[src/rtl/cpu_pkg.sv]
`default_nettype none
// ============================================================================
// Module      : cpu_pkg
// Description : Shared constants for the pipelined MIPS front end: the
//               next-PC select codes, the reset/bubble defaults and the
//               instruction field widths.
// Revision    : 1.0 - initial release
// ============================================================================
package cpu_pkg;

   localparam int unsigned IMM16_W = 16;
   localparam int unsigned INDEX_W = 26;

   localparam logic [1:0] NPC_PC4 = 2'b00;
   localparam logic [1:0] NPC_BR  = 2'b01;
   localparam logic [1:0] NPC_J   = 2'b10;
   localparam logic [1:0] NPC_JR  = 2'b11;

   localparam logic [31:0] RESET_PC_DEFAULT = 32'h0000_3000;
   localparam logic [31:0] NOP_WORD_DEFAULT = 32'h0000_0000;

   // Branch displacement in bytes: sign-extended word offset shifted by two.
   function automatic logic [31:0] branch_offset(input logic [IMM16_W-1:0] imm);
      return {{(32 - IMM16_W - 2){imm[IMM16_W-1]}}, imm, 2'b00};
   endfunction

endpackage
`default_nettype wire

[src/rtl/next_pc_calc.sv]
`default_nettype none
// ============================================================================
// Module      : next_pc_calc
// Description : Combinational next-PC selection (sequential, branch, jump,
//               jump-register). Redirects are ignored while ID holds a bubble.
// Revision    : 1.0 - initial release
// ============================================================================
module next_pc_calc
   import cpu_pkg::*;
(
   input  logic [31:0]        if_pc,
   input  logic [31:0]        id_pc,
   input  logic               id_valid,
   input  logic [1:0]         npc_sel,
   input  logic [IMM16_W-1:0] br_imm16,
   input  logic [INDEX_W-1:0] jump_index,
   input  logic [31:0]        jr_target,
   output logic [31:0]        npc
);

   logic [31:0] id_pc_plus_4;
   logic [1:0]  sel_eff;

   always_comb begin
      id_pc_plus_4 = id_pc + 32'd4;
      sel_eff      = id_valid ? npc_sel : NPC_PC4;
      npc          = if_pc + 32'd4;
      unique case (sel_eff)
         NPC_PC4: npc = if_pc + 32'd4;
         NPC_BR:  npc = id_pc_plus_4 + branch_offset(br_imm16);
         // Jump region comes from the delay-slot address, not the jump itself.
         NPC_J:   npc = {id_pc_plus_4[31:28], jump_index, 2'b00};
         NPC_JR:  npc = jr_target;
         default: npc = if_pc + 32'd4;
      endcase
   end

endmodule
`default_nettype wire

[src/rtl/fetch_stage.sv]
`default_nettype none
// ============================================================================
// Module      : fetch_stage
// Description : Instruction fetch: PC register, next-PC selection and the
//               IF/ID register. Define FETCH_STAT_EN for fetch/stall counters.
// Revision    : 1.0 - initial release
// ============================================================================
module fetch_stage
   import cpu_pkg::*;
#(
   parameter logic [31:0] RESET_PC = RESET_PC_DEFAULT,
   parameter logic [31:0] NOP_WORD = NOP_WORD_DEFAULT
) (
   input  logic               clk,
   input  logic               reset,
   input  logic               stall,
   input  logic               flush,
   input  logic [1:0]         npc_sel,
   input  logic [IMM16_W-1:0] br_imm16,
   input  logic [INDEX_W-1:0] jump_index,
   input  logic [31:0]        jr_target,
   output logic [31:0]        im_addr,
   input  logic [31:0]        im_rdata,
   output logic [31:0]        if_pc,
   output logic [31:0]        id_instr,
   output logic [31:0]        id_pc,
   output logic [31:0]        id_pc_plus_8,
`ifdef FETCH_STAT_EN
   output logic [31:0]        stat_fetched,
   output logic [31:0]        stat_stalls,
`endif
   output logic               id_valid
);

   logic [31:0] if_pc_q, if_pc_d;
   logic [31:0] id_instr_q, id_instr_d;
   logic [31:0] id_pc_q, id_pc_d;
   logic        id_valid_q, id_valid_d;
   logic        fetch_load;
   logic [31:0] npc;

   next_pc_calc u_next_pc_calc (
      .if_pc      (if_pc_q),
      .id_pc      (id_pc_q),
      .id_valid   (id_valid_q),
      .npc_sel    (npc_sel),
      .br_imm16   (br_imm16),
      .jump_index (jump_index),
      .jr_target  (jr_target),
      .npc        (npc)
   );

   // Flush owns IF/ID, stall owns the PC; both together bubble IF/ID only.
   always_comb begin
      if_pc_d    = if_pc_q;
      id_instr_d = id_instr_q;
      id_pc_d    = id_pc_q;
      id_valid_d = id_valid_q;
      fetch_load = 1'b0;
      if (!stall) begin
         if_pc_d = npc;
      end
      if (flush) begin
         id_instr_d = NOP_WORD;
         id_pc_d    = if_pc_q;
         id_valid_d = 1'b0;
      end else if (!stall) begin
         id_instr_d = im_rdata;
         id_pc_d    = if_pc_q;
         id_valid_d = 1'b1;
         fetch_load = 1'b1;
      end
   end

   always_ff @(posedge clk) begin
      if (reset) begin
         if_pc_q    <= RESET_PC;
         id_instr_q <= NOP_WORD;
         id_pc_q    <= 32'd0;
         id_valid_q <= 1'b0;
      end else begin
         if_pc_q    <= if_pc_d;
         id_instr_q <= id_instr_d;
         id_pc_q    <= id_pc_d;
         id_valid_q <= id_valid_d;
      end
   end

   assign im_addr      = if_pc_q;
   assign if_pc        = if_pc_q;
   assign id_instr     = id_instr_q;
   assign id_pc        = id_pc_q;
   assign id_pc_plus_8 = id_pc_q + 32'd8;
   assign id_valid     = id_valid_q;

`ifdef FETCH_STAT_EN
   logic [31:0] stat_fetched_q, stat_fetched_d;
   logic [31:0] stat_stalls_q, stat_stalls_d;

   always_comb begin
      stat_fetched_d = stat_fetched_q + {31'd0, fetch_load};
      stat_stalls_d  = stat_stalls_q + {31'd0, stall};
   end

   always_ff @(posedge clk) begin
      if (reset) begin
         stat_fetched_q <= 32'd0;
         stat_stalls_q  <= 32'd0;
      end else begin
         stat_fetched_q <= stat_fetched_d;
         stat_stalls_q  <= stat_stalls_d;
      end
   end

   assign stat_fetched = stat_fetched_q;
   assign stat_stalls  = stat_stalls_q;
`endif

endmodule
`default_nettype wire

[config.mk]
export PLATFORM = sky130hd
export DESIGN_NAME = fetch_stage
export DESIGN_NICKNAME = d
export VERILOG_FILES = /design/src/rtl/cpu_pkg.sv /design/src/rtl/next_pc_calc.sv /design/src/rtl/fetch_stage.sv
export SDC_FILE = /design/constraint.sdc
export NUM_CORES = 1
export LEC_CHECK = 0
export CORE_MARGIN = 2
export CORE_UTILIZATION = 41
export CTS_CLUSTER_DIAMETER = 60
export CTS_CLUSTER_SIZE = 10
export DETAILED_ROUTE_END_ITERATION = 8
export GPL_TIMING_DRIVEN = 0
export MAX_ROUTING_LAYER = met4
export PLACE_DENSITY_LB_ADDON = 0.1
export SKIP_CTS_REPAIR_TIMING = 1
export SYNTH_ARGS = -nofsm -noshare
export SYNTH_HDL_FRONTEND = slang
export SYNTH_SLANG_ARGS = --single-unit
[constraint.sdc]
create_clock -name clk -period 4.85 [get_ports clk]
set_input_delay 0.97 -clock clk [delete_from_list [all_inputs] [get_ports clk]]
set_output_delay 0.97 -clock clk [all_outputs]
set_load 0.01 [all_outputs]
# Word level (Yosys, flattened, before mapping)
# Index checks and enable logic that the tools add are counted.
[totals] register_bits=97 output_inout_bits=161 word_cells=18
[op_classes] n_addsub=4 n_eq_ne=4 mux=4 reduce_logical=2
[op_table] cell="32-bit one-hot mux with 4 select lines" count=1
[op_table] cell="32-bit by 3-bit adder with 32-bit output, second input constant" count=2
[op_table] cell="32-bit two-way mux" count=2
[op_table] cell="32-bit adder" count=1
[op_table] cell="32-bit by 4-bit adder with 32-bit output, second input constant" count=1
[op_table] cell="2-bit equality test, second input constant" count=2
[op_table] cell="2-bit by 1-bit equality test with 1-bit output, second input constant" count=1
[op_table] cell="2-bit logical NOT" count=1
[op_table] cell="2-bit two-way mux" count=1
[op_table] cell="2-bit by 1-bit inequality test with 1-bit output, second input constant" count=1
[op_table] cell="2-bit OR reduction" count=1

# Depth between registers and ports, before layout
[logic_depth] word_depth=3 ltp_mapped=19 ltp_nobuf=17

# Cells and area by module
# Synthesis repeated with hierarchy kept, for this count alone.
[hier_totals] hier_cells=1007 hier_area_um2=7858.8
[by_module_without_submodules] mod="fetch_stage" instances=1 cells_each=471 area_per_inst_um2=4215.3 seq_area_each_um2=1941.9
[by_module_without_submodules] mod="next_pc_calc" instances=1 cells_each=536 area_per_inst_um2=3643.5 seq_area_each_um2=0.0

# Worst setup path before layout
# Ideal clock, no wire load.
[synth_path] path_type="flip-flop to flip-flop" start="register id_pc_q[4], in the netlist id_pc[4]" end="register if_pc_q[31], in the netlist if_pc[31]" arrival_time_ps=3721 required_time_ps=4717 setup_slack_ps=995 stages_incl_launch_ff=19 n_path_buf=2 cell_sequence="dfxtp_1 > ha_1 > and4_1 > and2_1 > nand2_1 > nor2_1 > and3_1 > clkbuf_1 > nand4_1 > xnor2_1 > ha_1 > clkbuf_1 > a21o_1 > a21oi_1 > o21a_1 > o21a_1 > a211oi_1 > xnor2_1 > o22ai_1"
[synth_between] elab_chain_cells=3
[synth_lines] item="from (decl)" line_no="fetch_stage.sv:37" rtl="logic [31:0] id_pc_q, id_pc_d;"
[synth_lines] item="from (signal assigned)" line_no="fetch_stage.sv:84" rtl="id_pc_q <= id_pc_d;"
[synth_lines] item="32-bit by 3-bit adder with 32-bit output (*)" line_no="next_pc_calc.sv:25" rtl="id_pc_plus_4 = id_pc + 32'd4;"
[synth_lines] item="32-bit adder" line_no="next_pc_calc.sv:30" rtl="NPC_BR: npc = id_pc_plus_4 + branch_offset(br_imm16);"
[synth_lines] item="32-bit one-hot mux with 4 select lines (*)" line_no="next_pc_calc.sv:28" rtl="unique case (sel_eff)"
[synth_lines] item="to (signal assigned)" line_no="fetch_stage.sv:82" rtl="if_pc_q <= if_pc_d;"
[synth_lines] item="to (decl)" line_no="fetch_stage.sv:35" rtl="logic [31:0] if_pc_q, if_pc_d;"
# Mark *: on every way between the ends. The rest lies on a longest branch, timed or not.
# A chain may end at the register's enable or synchronous reset.

# Worst setup path after layout
[layout_path] start="register id_pc_q[2], in the netlist id_pc[2]" end="register if_pc_q[25], in the netlist if_pc[25]"
[layout_between] elab_chain_cells=3
[layout_lines] item="32-bit by 3-bit adder with 32-bit output" line_no="next_pc_calc.sv:25"
[layout_lines] item="32-bit adder" line_no="next_pc_calc.sv:30"
[layout_lines] item="32-bit one-hot mux with 4 select lines" line_no="next_pc_calc.sv:28"
# Every way passes these cells.

==> impl_metrics.env <==
export IMPL_status="finished, violations left"
export IMPL_violations="DRC"
export IMPL_wl_per_cell_um=19.1
export IMPL_grt_start_max_net_pins=21
export IMPL_vias=8534
export IMPL_peakVddDrop_mv=0.181
export IMPL_setup_viol=0
export IMPL_tightest_slew_ps=1030
export IMPL_drv_slew=0
export IMPL_p_total_w=0.00224
export IMPL_portBuffers=270
export IMPL_criticalPathCategory="flip-flop to flip-flop"
export IMPL_whs_path_depth=2
export IMPL_die_y_um=140
export IMPL_clk_path_buf_depth=2
export IMPL_async_reset_ff_frac=0
export IMPL_grt_pass1_vias=8126
export IMPL_post_route_cells_drive_above_1_share=0.0703
export IMPL_viasPerCell=5.55
export IMPL_drv_cap=0
export IMPL_synthAdderAreaFrac=0.0619
export IMPL_r2r_start="id_pc[2]"
export IMPL_grt_overflow=0
export IMPL_ios=273
export IMPL_path_max_fanout=7
export IMPL_htree_levels=3
export IMPL_yosysWarnings=0
export IMPL_hp_class="flip-flop to flip-flop"
export IMPL_die_w_um=140
export IMPL_syn_area_um2=7600
export IMPL_synthCells=1022
export IMPL_final_setup_skew_ps=6.03
export IMPL_rsz0062_at_grt="false"
export IMPL_synth_cell_types=67
export IMPL_ant_nets=0
export IMPL_final_min_clock_period_ps=4640
export IMPL_diodes=0
export IMPL_grt_pass1_wl_mm=45.1
export IMPL_slowest_stage="dfxtp_1"
export IMPL_start_util=0.420
export IMPL_ys_ff_latch=97
export IMPL_syn_nets=1171
export IMPL_numCtsBuffers=9
export IMPL_reg2reg_to="if_pc[25]"
export IMPL_synthMuxAreaShare=0.0639
export IMPL_track_usage=0.302
export IMPL_crit_family="compound AO/OA/AOI/OAI gates"
export IMPL_cts_tree="done"
export IMPL_root_buffer="clkbuf_16"
export IMPL_max_slew_margin=0.312
export IMPL_rows=49
export IMPL_synth_compound_area_frac=0.221
export IMPL_tns_ps=0
export IMPL_finalWorstSetupSlack_ps=209
export IMPL_fillCellCount=1750
export IMPL_final_core_util=0.603
export IMPL_nets=1452
export IMPL_synth_edf_count=0
export IMPL_holdWs_ps=499
export IMPL_arrival_ps=4880
export IMPL_worstSkewPairLatency_ps=360
export IMPL_fp_coreArea_um2=18100
export IMPL_first_pass_iters=8
export IMPL_numClockSinks=97
export IMPL_path_clk_slew_ps=80
export IMPL_ff2ff_path_depth=15
export IMPL_synth_seq_area_share=0.256
export IMPL_synth_top_area_share=0.256
export IMPL_yosys_area_share_simple=0.219
export IMPL_final_hold_violation_count=0
export IMPL_antenna_found_initial=1
export IMPL_slowest_delay_ps=760
export IMPL_synth_xor_area_share=0.0968
export IMPL_syn2layout_area_growth_pct=43.5
export IMPL_required_ps=5090
export IMPL_synth_top_family_by_area="compound AO/OA/AOI/OAI gates"
export IMPL_drc_errors=4
export IMPL_preCtsSetupSlack_ps=12.7
export IMPL_finalWirelength_mm=29.4
export IMPL_timing_fmax_mhz=215
export IMPL_syn_area_per_cell_um2=7.44
export IMPL_synth_common_cells="137 x nand2_1, 107 x a21oi_1, 102 x nor2_1"
export IMPL_drtIter0Drc=637
export IMPL_powerDensity_nw_per_um2=205
export IMPL_path_cells="ha_1 -> and3_1 -> nand4_1 -> nor2_1 -> xor2_1 -> ha_1 -> clkbuf_1 -> a21oi_1 -> nor2b_1 -> a41oi_1 -> nand2_1 -> o21ai_0 -> o21ai_0 -> xnor2_1 -> o31ai_1"
export IMPL_min_delay_start="id_instr[30]"
export IMPL_p_leak_nw=4.28
export IMPL_hold_end="id_instr[30]"
export IMPL_synth_area_leader_cell="dfxtp_1"
export IMPL_synthTopCellsByArea="dfxtp_1 26%, a21oi_1 7.0%, nand2_1 6.8%, xnor2_1 6.5%, ha_1 5.9%"
export IMPL_fp_dieArea_um2=19600
export IMPL_worst_path_buf_inv=1
export IMPL_place_congestion=0.878
export IMPL_synthFlopType="dfxtp_1"
export IMPL_worstSetupStartpointType="flip-flop"
export IMPL_end_kind="flip-flop"
export IMPL_min_period_over_period=0.957
export IMPL_post_synth_top_count_cell="nand2_1"
export IMPL_hpwl_mm=22.9
export IMPL_ff2ff_setup_slack_ps=210
-- cells by family after synthesis --
kind of cell	after synthesis
AND/OR/NAND/NOR	362
AO/OA/AOI/OAI	269
XOR/XNOR	84
adder cells (fa/ha/maj)	37
flip-flops	97
multiplexers	48
buffers and inverters	125
-- layout make-up --
class,instances,area (um2),share of cell area
plain buffers,98,524,0.0481
clock buffers,9,225,0.0207
clock inverters,7,81.3,0.00746
inverters,27,101,0.00929
multi-input cells,800,5040,0.462
flip-flops and latches,97,1940,0.178
well taps,229,287,0.0263
repair buffers,270,2700,0.248
-- stage by stage --
stage | std cells | cell area [um2]
final | 1537 | 10900
after floorplan | 1022 | 7600
after detailed placement | 1521 | 10600
after global placement | 1521 | 10600
after global routing | 1537 | 10900
after CTS | 1537 | 10900
-- report_power, final --
group          internal (W)  switching [W]
combinational      0.000310       0.000298
clock              0.000369       0.000387
sequential         0.000828      0.0000477
-- cells in the final DEF (no fill, tap or decap), types with 25 or more instances in the layout --
| master | n |
|---|---|
| xor2_1 | 28 |
| clkdlybuf4s50_1 | 270 |
| inv_1 | 25 |
| nor2_1 | 100 |
| o21ai_0 | 55 |
| nand2_1 | 137 |
| dfxtp_1 | 95 |
| ha_1 | 36 |
| mux2i_1 | 44 |
| nand4_1 | 26 |
| buf_4 | 36 |
| a21oi_1 | 107 |
| clkbuf_1 | 51 |
| xnor2_1 | 56 |
| nand3_1 | 29 |
-- worst max-delay path by stage --
stage,cells past startpoint,to,from,slack (ps)
floorplan,18,if_pc[31],id_pc[4],1000
global placement,18,if_pc[26],id_pc[3],70
detailed placement,18,if_pc[26],id_pc[4],10
CTS,11,id_pc_plus_8[29],id_pc[4],-50
global route,15,if_pc[25],id_pc[2],30
finish,15,if_pc[25],id_pc[2],210
-- sequential cells by signal (all words and copies together) (netlist names) --
name,count
id_instr,32
id_pc,32
id_valid,1
if_pc,32
-- metal layers --
metal	vias to the layer above	part of all wire	GRT usage	wire [um]
li1	4134	-	-	-
met1	4010	0.43	0.385	12600
met2	332	0.48	0.494	14100
met3	58	0.062	0.0383	1830
met4	0	0.030	0.108	894
met5	-	0	-	0
-- worst min-delay path: stages (launching register included) --
cell and delay (ps):
dfxtp_1 330, mux2i_1 70, nor2_1 70
(Power assumes the default switching activity.)
